`config.mk`:
```
export PLATFORM = sky130hd
export DESIGN_NAME = control_seq
export DESIGN_NICKNAME = d
export VERILOG_FILES = /design/src/rtl/control_pkg.sv /design/src/rtl/control_seq_cond_eval.sv /design/src/rtl/control_seq.sv
export SDC_FILE = /design/constraint.sdc
export NUM_CORES = 1
export LEC_CHECK = 0
export BUFFER_PORTS_ARGS = -buffer_cell sky130_fd_sc_hd__buf_4
export CORE_MARGIN = 3
export CORE_UTILIZATION = 40
export DETAILED_ROUTE_END_ITERATION = 8
export GPL_TIMING_DRIVEN = 0
export PLACE_DENSITY = 0.7
export SLEW_MARGIN = 30
export SYNTH_ARGS = -nofsm -noshare
export SYNTH_HDL_FRONTEND = slang
export SYNTH_SLANG_ARGS = --single-unit
```
`constraint.sdc`:
```
create_clock -name clk -period 3.4 [get_ports clk]
set_clock_uncertainty 0.2 [all_clocks]
set_input_delay 0.51 -clock clk [delete_from_list [all_inputs] [get_ports clk]]
set_output_delay 0.51 -clock clk [all_outputs]
set_load 0.02 [all_outputs]
```
`src/rtl/control_pkg.sv`:
```
// rtl/control_pkg.sv - shared state encoding, instruction types and field offsets
package control_pkg;

    typedef enum logic [2:0] {
        RESET_STATE = 3'd0,
        FETCH_INSTR = 3'd1,
        READ_OPS    = 3'd2,
        EXECUTE     = 3'd3,
        WRITEBACK   = 3'd4
    } state_e;

    localparam logic [1:0] ITYPE_00 = 2'b00;
    localparam logic [1:0] ITYPE_01 = 2'b01;
    localparam logic [1:0] ITYPE_10 = 2'b10;
    localparam logic [1:0] ITYPE_11 = 2'b11;

    localparam logic [7:0] COND_ALWAYS = 8'h3F;

    // Field positions, all measured down from the instruction MSB.
    function automatic int type_lsb(input int instr_w);
        return instr_w - 2;
    endfunction

    function automatic int call_bit(input int instr_w);
        return instr_w - 4;
    endfunction

    function automatic int ret_bit(input int instr_w);
        return instr_w - 5;
    endfunction

    function automatic int inv_bit(input int instr_w);
        return instr_w - 7;
    endfunction

    function automatic int out_bit(input int instr_w);
        return instr_w - 8;
    endfunction

    function automatic int cond_lsb(input int instr_w);
        return instr_w - 16;
    endfunction

endpackage

```
`src/rtl/control_seq_cond_eval.sv`:
```
// rtl/control_seq_cond_eval.sv - combinational branch-condition evaluator
module cond_eval
    import control_pkg::*;
#(
    parameter int NUM_COND = 4
) (
    input  logic [7:0]          cond,
    input  logic                inv,
    input  logic [NUM_COND-1:0] flags,
    output logic                take_branch
);

    logic c;

    // Select the addressed flag; codes beyond NUM_COND read as false,
    // while the always-code overrides the flag lookup entirely.
    always_comb begin
        c = 1'b0;
        for (int i = 0; i < NUM_COND; i++) begin
            if (cond == 8'(i)) begin
                c = flags[i];
            end
        end
        if (cond == COND_ALWAYS) begin
            take_branch = ~inv;
        end else begin
            take_branch = c ^ inv;
        end
    end

endmodule

```
`src/rtl/control_seq.sv`:
```
// rtl/control_seq.sv - instruction-cycle sequencer with fetch/ALU/output handshakes
module control_seq
    import control_pkg::*;
#(
    parameter int INSTR_W  = 32,
    parameter int NUM_COND = 4,
    parameter int CNT_W    = 16
) (
    input  logic                clk,
    input  logic                reset,
    input  logic                imem_valid,
    input  logic [INSTR_W-1:0]  imem_data,
    input  logic [NUM_COND-1:0] flags,
    input  logic                exec_done,
    input  logic                out_ready,
    output logic [2:0]          state,
    output logic [INSTR_W-1:0]  crnt_instrn,
    output logic                latch_instr,
    output logic                rd_oprnd_a,
    output logic                rd_oprnd_b,
    output logic                latch_flags,
    output logic                latch_result,
    output logic                write_regc,
    output logic                reset_aluregs,
    output logic                pushenbl,
    output logic                popenbl,
    output logic                out_valid,
    output logic                take_branch,
    output logic                usedata_imm_or_regb,
    output logic                usedata_imm_or_alu,
    output logic                endofinstrn,
    output logic [CNT_W-1:0]    retired
);

    localparam int TYPE_LSB = type_lsb(INSTR_W);
    localparam int CALL_BIT = call_bit(INSTR_W);
    localparam int RET_BIT  = ret_bit(INSTR_W);
    localparam int INV_BIT  = inv_bit(INSTR_W);
    localparam int OUT_BIT  = out_bit(INSTR_W);
    localparam int COND_LSB = cond_lsb(INSTR_W);

    state_e             state_q, state_d;
    logic [INSTR_W-1:0] crnt_instrn_q, crnt_instrn_d;
    logic [CNT_W-1:0]   retired_q, retired_d;
    logic               usedata_imm_or_regb_q, usedata_imm_or_regb_d;
    logic               usedata_imm_or_alu_q, usedata_imm_or_alu_d;
    logic               endofinstrn_q, endofinstrn_d;

    logic [1:0] itype;
    logic       f_call, f_ret, f_inv, f_out;
    logic [7:0] f_cond;
    logic       cond_take;
    logic       exec_complete;

    logic latch_instr_c, rd_a_c, rd_b_c, latch_flags_c, latch_result_c;
    logic write_regc_c, reset_aluregs_c, pushenbl_c, popenbl_c, out_valid_c;

    assign itype  = crnt_instrn_q[TYPE_LSB +: 2];
    assign f_call = crnt_instrn_q[CALL_BIT];
    assign f_ret  = crnt_instrn_q[RET_BIT];
    assign f_inv  = crnt_instrn_q[INV_BIT];
    assign f_out  = crnt_instrn_q[OUT_BIT];
    assign f_cond = crnt_instrn_q[COND_LSB +: 8];

    cond_eval #(
        .NUM_COND (NUM_COND)
    ) u_cond_eval (
        .cond        (f_cond),
        .inv         (f_inv),
        .flags       (flags),
        .take_branch (cond_take)
    );

    // Only the handshake that matches the instruction type can end EXECUTE.
    always_comb begin
        case (itype)
            ITYPE_01, ITYPE_10: exec_complete = exec_done;
            ITYPE_00:           exec_complete = f_out ? out_ready : 1'b1;
            default:            exec_complete = 1'b1;
        endcase
    end

    // Next-state, strobe and mux-select decode for the current state.
    always_comb begin
        state_d               = state_q;
        crnt_instrn_d         = crnt_instrn_q;
        retired_d             = retired_q;
        usedata_imm_or_regb_d = 1'b0;
        usedata_imm_or_alu_d  = 1'b0;
        endofinstrn_d         = 1'b0;
        latch_instr_c         = 1'b0;
        rd_a_c                = 1'b0;
        rd_b_c                = 1'b0;
        latch_flags_c         = 1'b0;
        latch_result_c        = 1'b0;
        write_regc_c          = 1'b0;
        reset_aluregs_c       = 1'b0;
        pushenbl_c            = 1'b0;
        popenbl_c             = 1'b0;
        out_valid_c           = 1'b0;

        if (state_q == READ_OPS || state_q == EXECUTE || state_q == WRITEBACK) begin
            usedata_imm_or_regb_d = (itype == ITYPE_10);
            usedata_imm_or_alu_d  = (itype == ITYPE_11);
        end

        case (state_q)
            RESET_STATE: begin
                state_d = FETCH_INSTR;
            end
            FETCH_INSTR: begin
                latch_instr_c   = imem_valid;
                reset_aluregs_c = imem_valid;
                if (imem_valid) begin
                    crnt_instrn_d = imem_data;
                    state_d       = READ_OPS;
                end
            end
            READ_OPS: begin
                case (itype)
                    ITYPE_00: rd_a_c = f_out;
                    ITYPE_01: begin rd_a_c = 1'b1; rd_b_c = 1'b1; end
                    ITYPE_10: begin rd_a_c = 1'b1; rd_b_c = 1'b1; end
                    default:  rd_b_c = 1'b1;
                endcase
                state_d = EXECUTE;
            end
            EXECUTE: begin
                out_valid_c = (itype == ITYPE_00) && f_out;
                if (exec_complete) begin
                    pushenbl_c     = (itype == ITYPE_00) && f_call && cond_take;
                    popenbl_c      = (itype == ITYPE_00) && f_ret;
                    latch_flags_c  = (itype == ITYPE_01) || (itype == ITYPE_10);
                    latch_result_c = (itype != ITYPE_00);
                    state_d        = WRITEBACK;
                end
            end
            WRITEBACK: begin
                write_regc_c  = (itype != ITYPE_00);
                retired_d     = retired_q + CNT_W'(1);
                endofinstrn_d = 1'b1;
                state_d       = FETCH_INSTR;
            end
            default: begin
                state_d = FETCH_INSTR;
            end
        endcase
    end

    // All sequencer state; reset aborts any in-flight instruction.
    always_ff @(posedge clk) begin
        if (reset) begin
            state_q               <= RESET_STATE;
            crnt_instrn_q         <= '0;
            retired_q             <= '0;
            usedata_imm_or_regb_q <= 1'b0;
            usedata_imm_or_alu_q  <= 1'b0;
            endofinstrn_q         <= 1'b0;
        end else begin
            state_q               <= state_d;
            crnt_instrn_q         <= crnt_instrn_d;
            retired_q             <= retired_d;
            usedata_imm_or_regb_q <= usedata_imm_or_regb_d;
            usedata_imm_or_alu_q  <= usedata_imm_or_alu_d;
            endofinstrn_q         <= endofinstrn_d;
        end
    end

    // Strobes are suppressed while reset is asserted so an aborted
    // instruction never leaks a partial datapath action.
    always_comb begin
        latch_instr   = latch_instr_c   & ~reset;
        rd_oprnd_a    = rd_a_c          & ~reset;
        rd_oprnd_b    = rd_b_c          & ~reset;
        latch_flags   = latch_flags_c   & ~reset;
        latch_result  = latch_result_c  & ~reset;
        write_regc    = write_regc_c    & ~reset;
        reset_aluregs = reset_aluregs_c & ~reset;
        pushenbl      = pushenbl_c      & ~reset;
        popenbl       = popenbl_c       & ~reset;
        out_valid     = out_valid_c     & ~reset;
    end

    assign state               = state_q;
    assign crnt_instrn         = crnt_instrn_q;
    assign retired             = retired_q;
    assign usedata_imm_or_regb = usedata_imm_or_regb_q;
    assign usedata_imm_or_alu  = usedata_imm_or_alu_q;
    assign endofinstrn         = endofinstrn_q;
    assign take_branch         = cond_take;

endmodule
```
After elaboration in Yosys (flattened, before gate mapping)
Cells that the tools add are included.
Word-level totals
  input bits: 41
  logic and storage cells: 73
  flip-flop bits (word level): 54
  output and inout bits: 65
Cells by class
  equal/unequal tests: 13
  reductions and logical operators: 14
  $add $sub $neg: 1
  bitwise logic cells: 13
  muxes and demuxes: 26
Operators by type and width (count)
  two-way mux 1 bit: 21
  adder 16 x 1 -> 16 bit (second input constant): 1
  == test 8 x 2 -> 1 bit (second input constant): 2
  bitwise AND 1 bit: 9
  case mux 3 bit (3 select lines): 1
  == test 8 x 1 -> 1 bit (second input constant): 1
  == test 8 x 6 -> 1 bit (second input constant): 1
  zero test 8 bit: 1
  == test 3 x 2 -> 1 bit (second input constant): 2
  two-way mux 3 bit: 2
  == test 2 bit (second input constant): 2
  logical AND 1 bit: 4
  inequality test 2 bit (second input constant): 2
  case mux 1 bit (2 select lines): 2
  AND reduction 2 bit: 2
  OR reduction 2 bit: 2
  == test 3 x 1 -> 1 bit (second input constant): 1
  == test 3 bit (second input constant): 1
  logical OR 1 bit: 3
  NOT 1 bit: 3
  == test 2 x 1 -> 1 bit (second input constant): 1
  zero test 2 bit: 1
  nonzero test 2 bit: 1
  XOR 1 bit: 1

Depth between registers and ports, before layout
  depth in word-level cells: 11
  gate-level depth with buffers: 6
  depth with buffers taken out: 6

By module
Synthesis repeated with hierarchy kept, for this count alone.
Unflattened totals
  cell total of the unflattened synthesis: 275
  area, all modules: 2228.4 um^2
By module, submodules not included
  control_seq: seq. area each 1081.0 um^2, area each 2168.3 um^2, cells an instance 269, instances 1
  cond_eval: seq. area each 0.0 um^2, area each 60.1 um^2, cells an instance 6, instances 1

Worst setup path before layout
OpenSTA, ideal clock, no wires.
  kind: reg2out
  start: register state_q[0] (netlist: state[0])
  end: output reset_aluregs
  arrival: 2.124 ns
  required time: 2.690 ns
  cell stages (with the launch flop): 7
  setup slack: 0.566 ns
  path buffers: 3
  cell sequence: dfxtp_1 inv_1 or4b_1 clkbuf_1 buf_2 nor2_1 buf_4
Between the ends
  cells in the longest elaborated chain, start to end: 3
Ends and longest elaborated chain
  from (decl): RTL line control_seq.sv:42  | state_e state_q, state_d;
  from (signal assigned): RTL line control_seq.sv:160  | state_q <= state_d;
  == test 3 x 1 -> 1 bit
  two-way mux 1 bit
  bitwise AND 1 bit
  to (decl): RTL line control_seq.sv:24  | output logic reset_aluregs,
Every way passes these cells.

Final worst setup path
  start: register state_q[0] (netlist: state[0])
  end: output reset_aluregs
Between the ends
  cells in the longest elaborated chain, start to end: 3
Ends and longest elaborated chain
  == test 3 x 1 -> 1 bit: RTL line control_seq.sv:107  | case (state_q)
  two-way mux 1 bit: RTL line control_seq.sv:107
  bitwise AND 1 bit: RTL line control_seq.sv:178  | reset_aluregs = reset_aluregs_c & ~reset;
Every way passes these cells.

==> flow_summary.yaml <==
cells_and_area:
  diodes: 0
  fin_nets: 429
  drive_gt1_frac: 0.3177
  area_delta_synth_final_pct: 41.90
  num-fill-cells: 514
  multiInputGateArea_mm2: 0.001082
  seqCellArea_mm2: 0.001081
floorplanning:
  die_width_um: 81.08
  core_area_mm2: 0.005270
  fp.dieH_um: 81.08
  rows: 26
  initial_utilization: 0.4278
  die_area_mm2: 0.006573
  ios: 106
pwr:
  p_switching_w: 0.0003158
  p_clk_frac: 0.274
  vdd_drop_max_uv: 244.4
  combPwrFrac: 0.166
  power_per_cell_area_mw_per_mm2: 376.7
  leakage_nw: 1.371
  power_frac_seq: 0.560
  swShare: 0.2620
  intPower_w: 0.0008893
yosys:
  synthArstFlopShare: 0
  synth_area_per_cell_um2: 8.259
  synthTopCellsByCount: "nand2_1, dfxtp_1, a21oi_1, nor2_1, clkbuf_1"
  syn-instance-count: 273
  synth_warnings: 0
  synth_edf_count: 0
  synthTopCellsByArea: "dfxtp_1, nand2_1, a21oi_1"
  ys_seq_area_frac: 0.4795
  synth_most_common_cell: "nand2_1"
  synth_top_area_cell: "dfxtp_1"
  synth_nets: 318
  synth_top_area_share: 0.4795
  synth.distinct_cells: 36
  synth-seq-cells: 54
  dominantRegCellSynth: "dfxtp_1"
  netlist_area_mm2: 0.002255
clock_tree:
  cts.repair.resized: 0
  post_cts_buffers: 0
  cts_buffer_depth: 2
  htree_num_levels: 2
  insertion_delay_ns: 0.30
  path_clk_slew_ns: 0.09
  clock-root-buffer: "clkbuf_8"
  holdBufCountCts: 0
  cts_tree: "yes"
  cts.sinks: 54
  cts_buffers: 5
critical_path:
  rrSetupSlack_ns: 1.15
  crit_path_end_kind: "primary output"
  worst_setup_path_start_kind: "register"
  cp_num_buf_inv: 5
  critPathMaxFanout: 10
  worstPathRequired_ns: 2.69
  cpMostUsedCell: "buf_4"
  slowest_stage: "or4b_1"
  critical-path-top-delay-family: "buffers and inverters"
  critPathKind: "reg2out"
  cp_cell_sequence: "inv_1 -> or4b_1 -> clkbuf_1 -> buf_2 -> nor2_1 -> buf_4 -> buf_4"
  slowest_delay_ns: 0.54
  crit_arrival_ns: 2.34
sta:
  fin_crit_ns: 3.051
  setup_viol: 0
  report.final.hold_viol_count: 0
  fin_ws_ns: 0.3486
  worst_slew_pin_slew_ns: 0.5800
  period_share: 0.8975
  fmaxAchievable_mhz: 327.7
  final_max_slew_viol_count: 0
  grt_setup_unrepaired: "no"
  timing.setup.tns_ns: 0
  slew_headroom: 0.6033
  whs_ns: 0.2517
route:
  via_per_inst: 4.963
  vias: 2253
  antenna_left: 0
  drtIter0Drc: 125
  wire_per_inst_um: 13.02
  dr.pass1.iters: 4
  routed_wl_um: 5909
  drc: 0
global_routing:
  grt_max_degree: 15
  grtUsageTotal: 0.1879
  grt_pass1_wl_um: 9687
  grt_overflow: 0
  grt_pass1_vias: 2108
  antenna_found_initial: 0
placed_design:
  routabilityCongestion: 0.8157
  dpl_worst_slack_ns: 0.3971
  post-dp-hpwl_um: 4538
  portBuffers: 104
min_path:
  hold_path.class: "in2reg"
run:
  cap_violations: 0
run_status:
  outcome: "completed"
==> cell usage in the layout, fill, tap and decap left out <==
cell	n
buf_4	106
nand2_1	75
dfxtp_1	54
a21oi_1	45
nor2_1	12
clkbuf_1	11
xor2_1	7
nand4_1	6
inv_1	5
nor3_1	5
clkbuf_8	5
o21ai_0	4
or3_1	4
and2_1	4
buf_2	4
o31ai_1	4
or4_1	4
ha_1	4
nor4_1	3
nand3_1	3
and3_1	3
or2_2	1
mux4_2	1
a2bb2oi_1	1
or3b_2	1
nor2b_1	1
o21a_1	1
or4b_1	1
a2111oi_0	1
nor4b_2	1
nor3b_4	1
nand3_4	1
nand2b_1	1
buf_1	1
nand4_4	1
xnor2_1	1
o21bai_1	1
==> flip-flops by register name, indices dropped and copies added, names as in the netlist <==
signal	flops
retired	16
state	3
crnt_instrn	32
usedata_imm_or_regb	1
usedata_imm_or_alu	1
endofinstrn	1
==> cell families after synthesis <==
group / after synthesis / share of synthesized area
and+or+nand+nor: 128 / 0.2802
AOI/OAI and AO/OA: 57 / 0.1365
DFF: 54 / 0.4795
buffers and inverters: 21 / 0.04051
xor gates and xnor gates: 8 / 0.03108
adders and majority gates: 4 / 0.02220
muxes: 1 / 0.009988
==> path summary, 6_finish.rpt <==
path                           to  cells past startpoint       startpoint
hold reg to reg   crnt_instrn[26]                      2  crnt_instrn[26]
setup reg to reg   crnt_instrn[1]                      6         state[0]
setup / recovery    reset_aluregs                      7         state[0]
hold / removal    crnt_instrn[20]                      3    imem_data[20]
==> layout make-up <==
cell class	count	share of cell area
Multi-Input combinational cell	198	0.3383
Sequential cell	54	0.3379
Tap cell	70	0.02738
Clock buffer	7	0.02386
Buffer	16	0.02268
Inverter	5	0.005866
Timing Repair Buffer	104	0.2440
==> through the flow <==
step	power, W	instances	cell area [um2]	utilization
after CTS	0.001217	454	3199	0.6071
final	0.001205	454	3199	0.6071
after global routing	0.001266	454	3199	0.6071
after global placement	0.0008889	447	3123	0.5926
after floorplan	0.0007934	273	2255	-
after detailed placement	0.0008919	447	3123	0.5926
==> worst reg2reg max path: cells and delay by family (launching register included) <==
kind            cells  cell delay, ns
simple gates        2            0.67
buf+inv             3            0.66
compound gates      1            0.07
flops               1            0.51
==> metal layers <==
metal | up-vias | wire length (um) | track usage
li1 | 1150 | - | -
met2 | 64 | 2711 | 0.3071
met4 | 0 | 63 | 0.04561
met1 | 1033 | 2679 | 0.2416
met3 | 6 | 455 | 0.05876
met5 | - | 0 | 0
==> power groups by stage <==
stage                     clock network [W]  registers [W]  logic [W]
final                              0.000330       0.000675   0.000200
after global routing               0.000366       0.000679   0.000221
after CTS                          0.000340       0.000675   0.000202
after detailed placement                  0       0.000690   0.000202
after global placement                    0       0.000688   0.000200
after floorplan                           0       0.000713  0.0000807
Note: power is estimated with default switching activity, not from simulation.
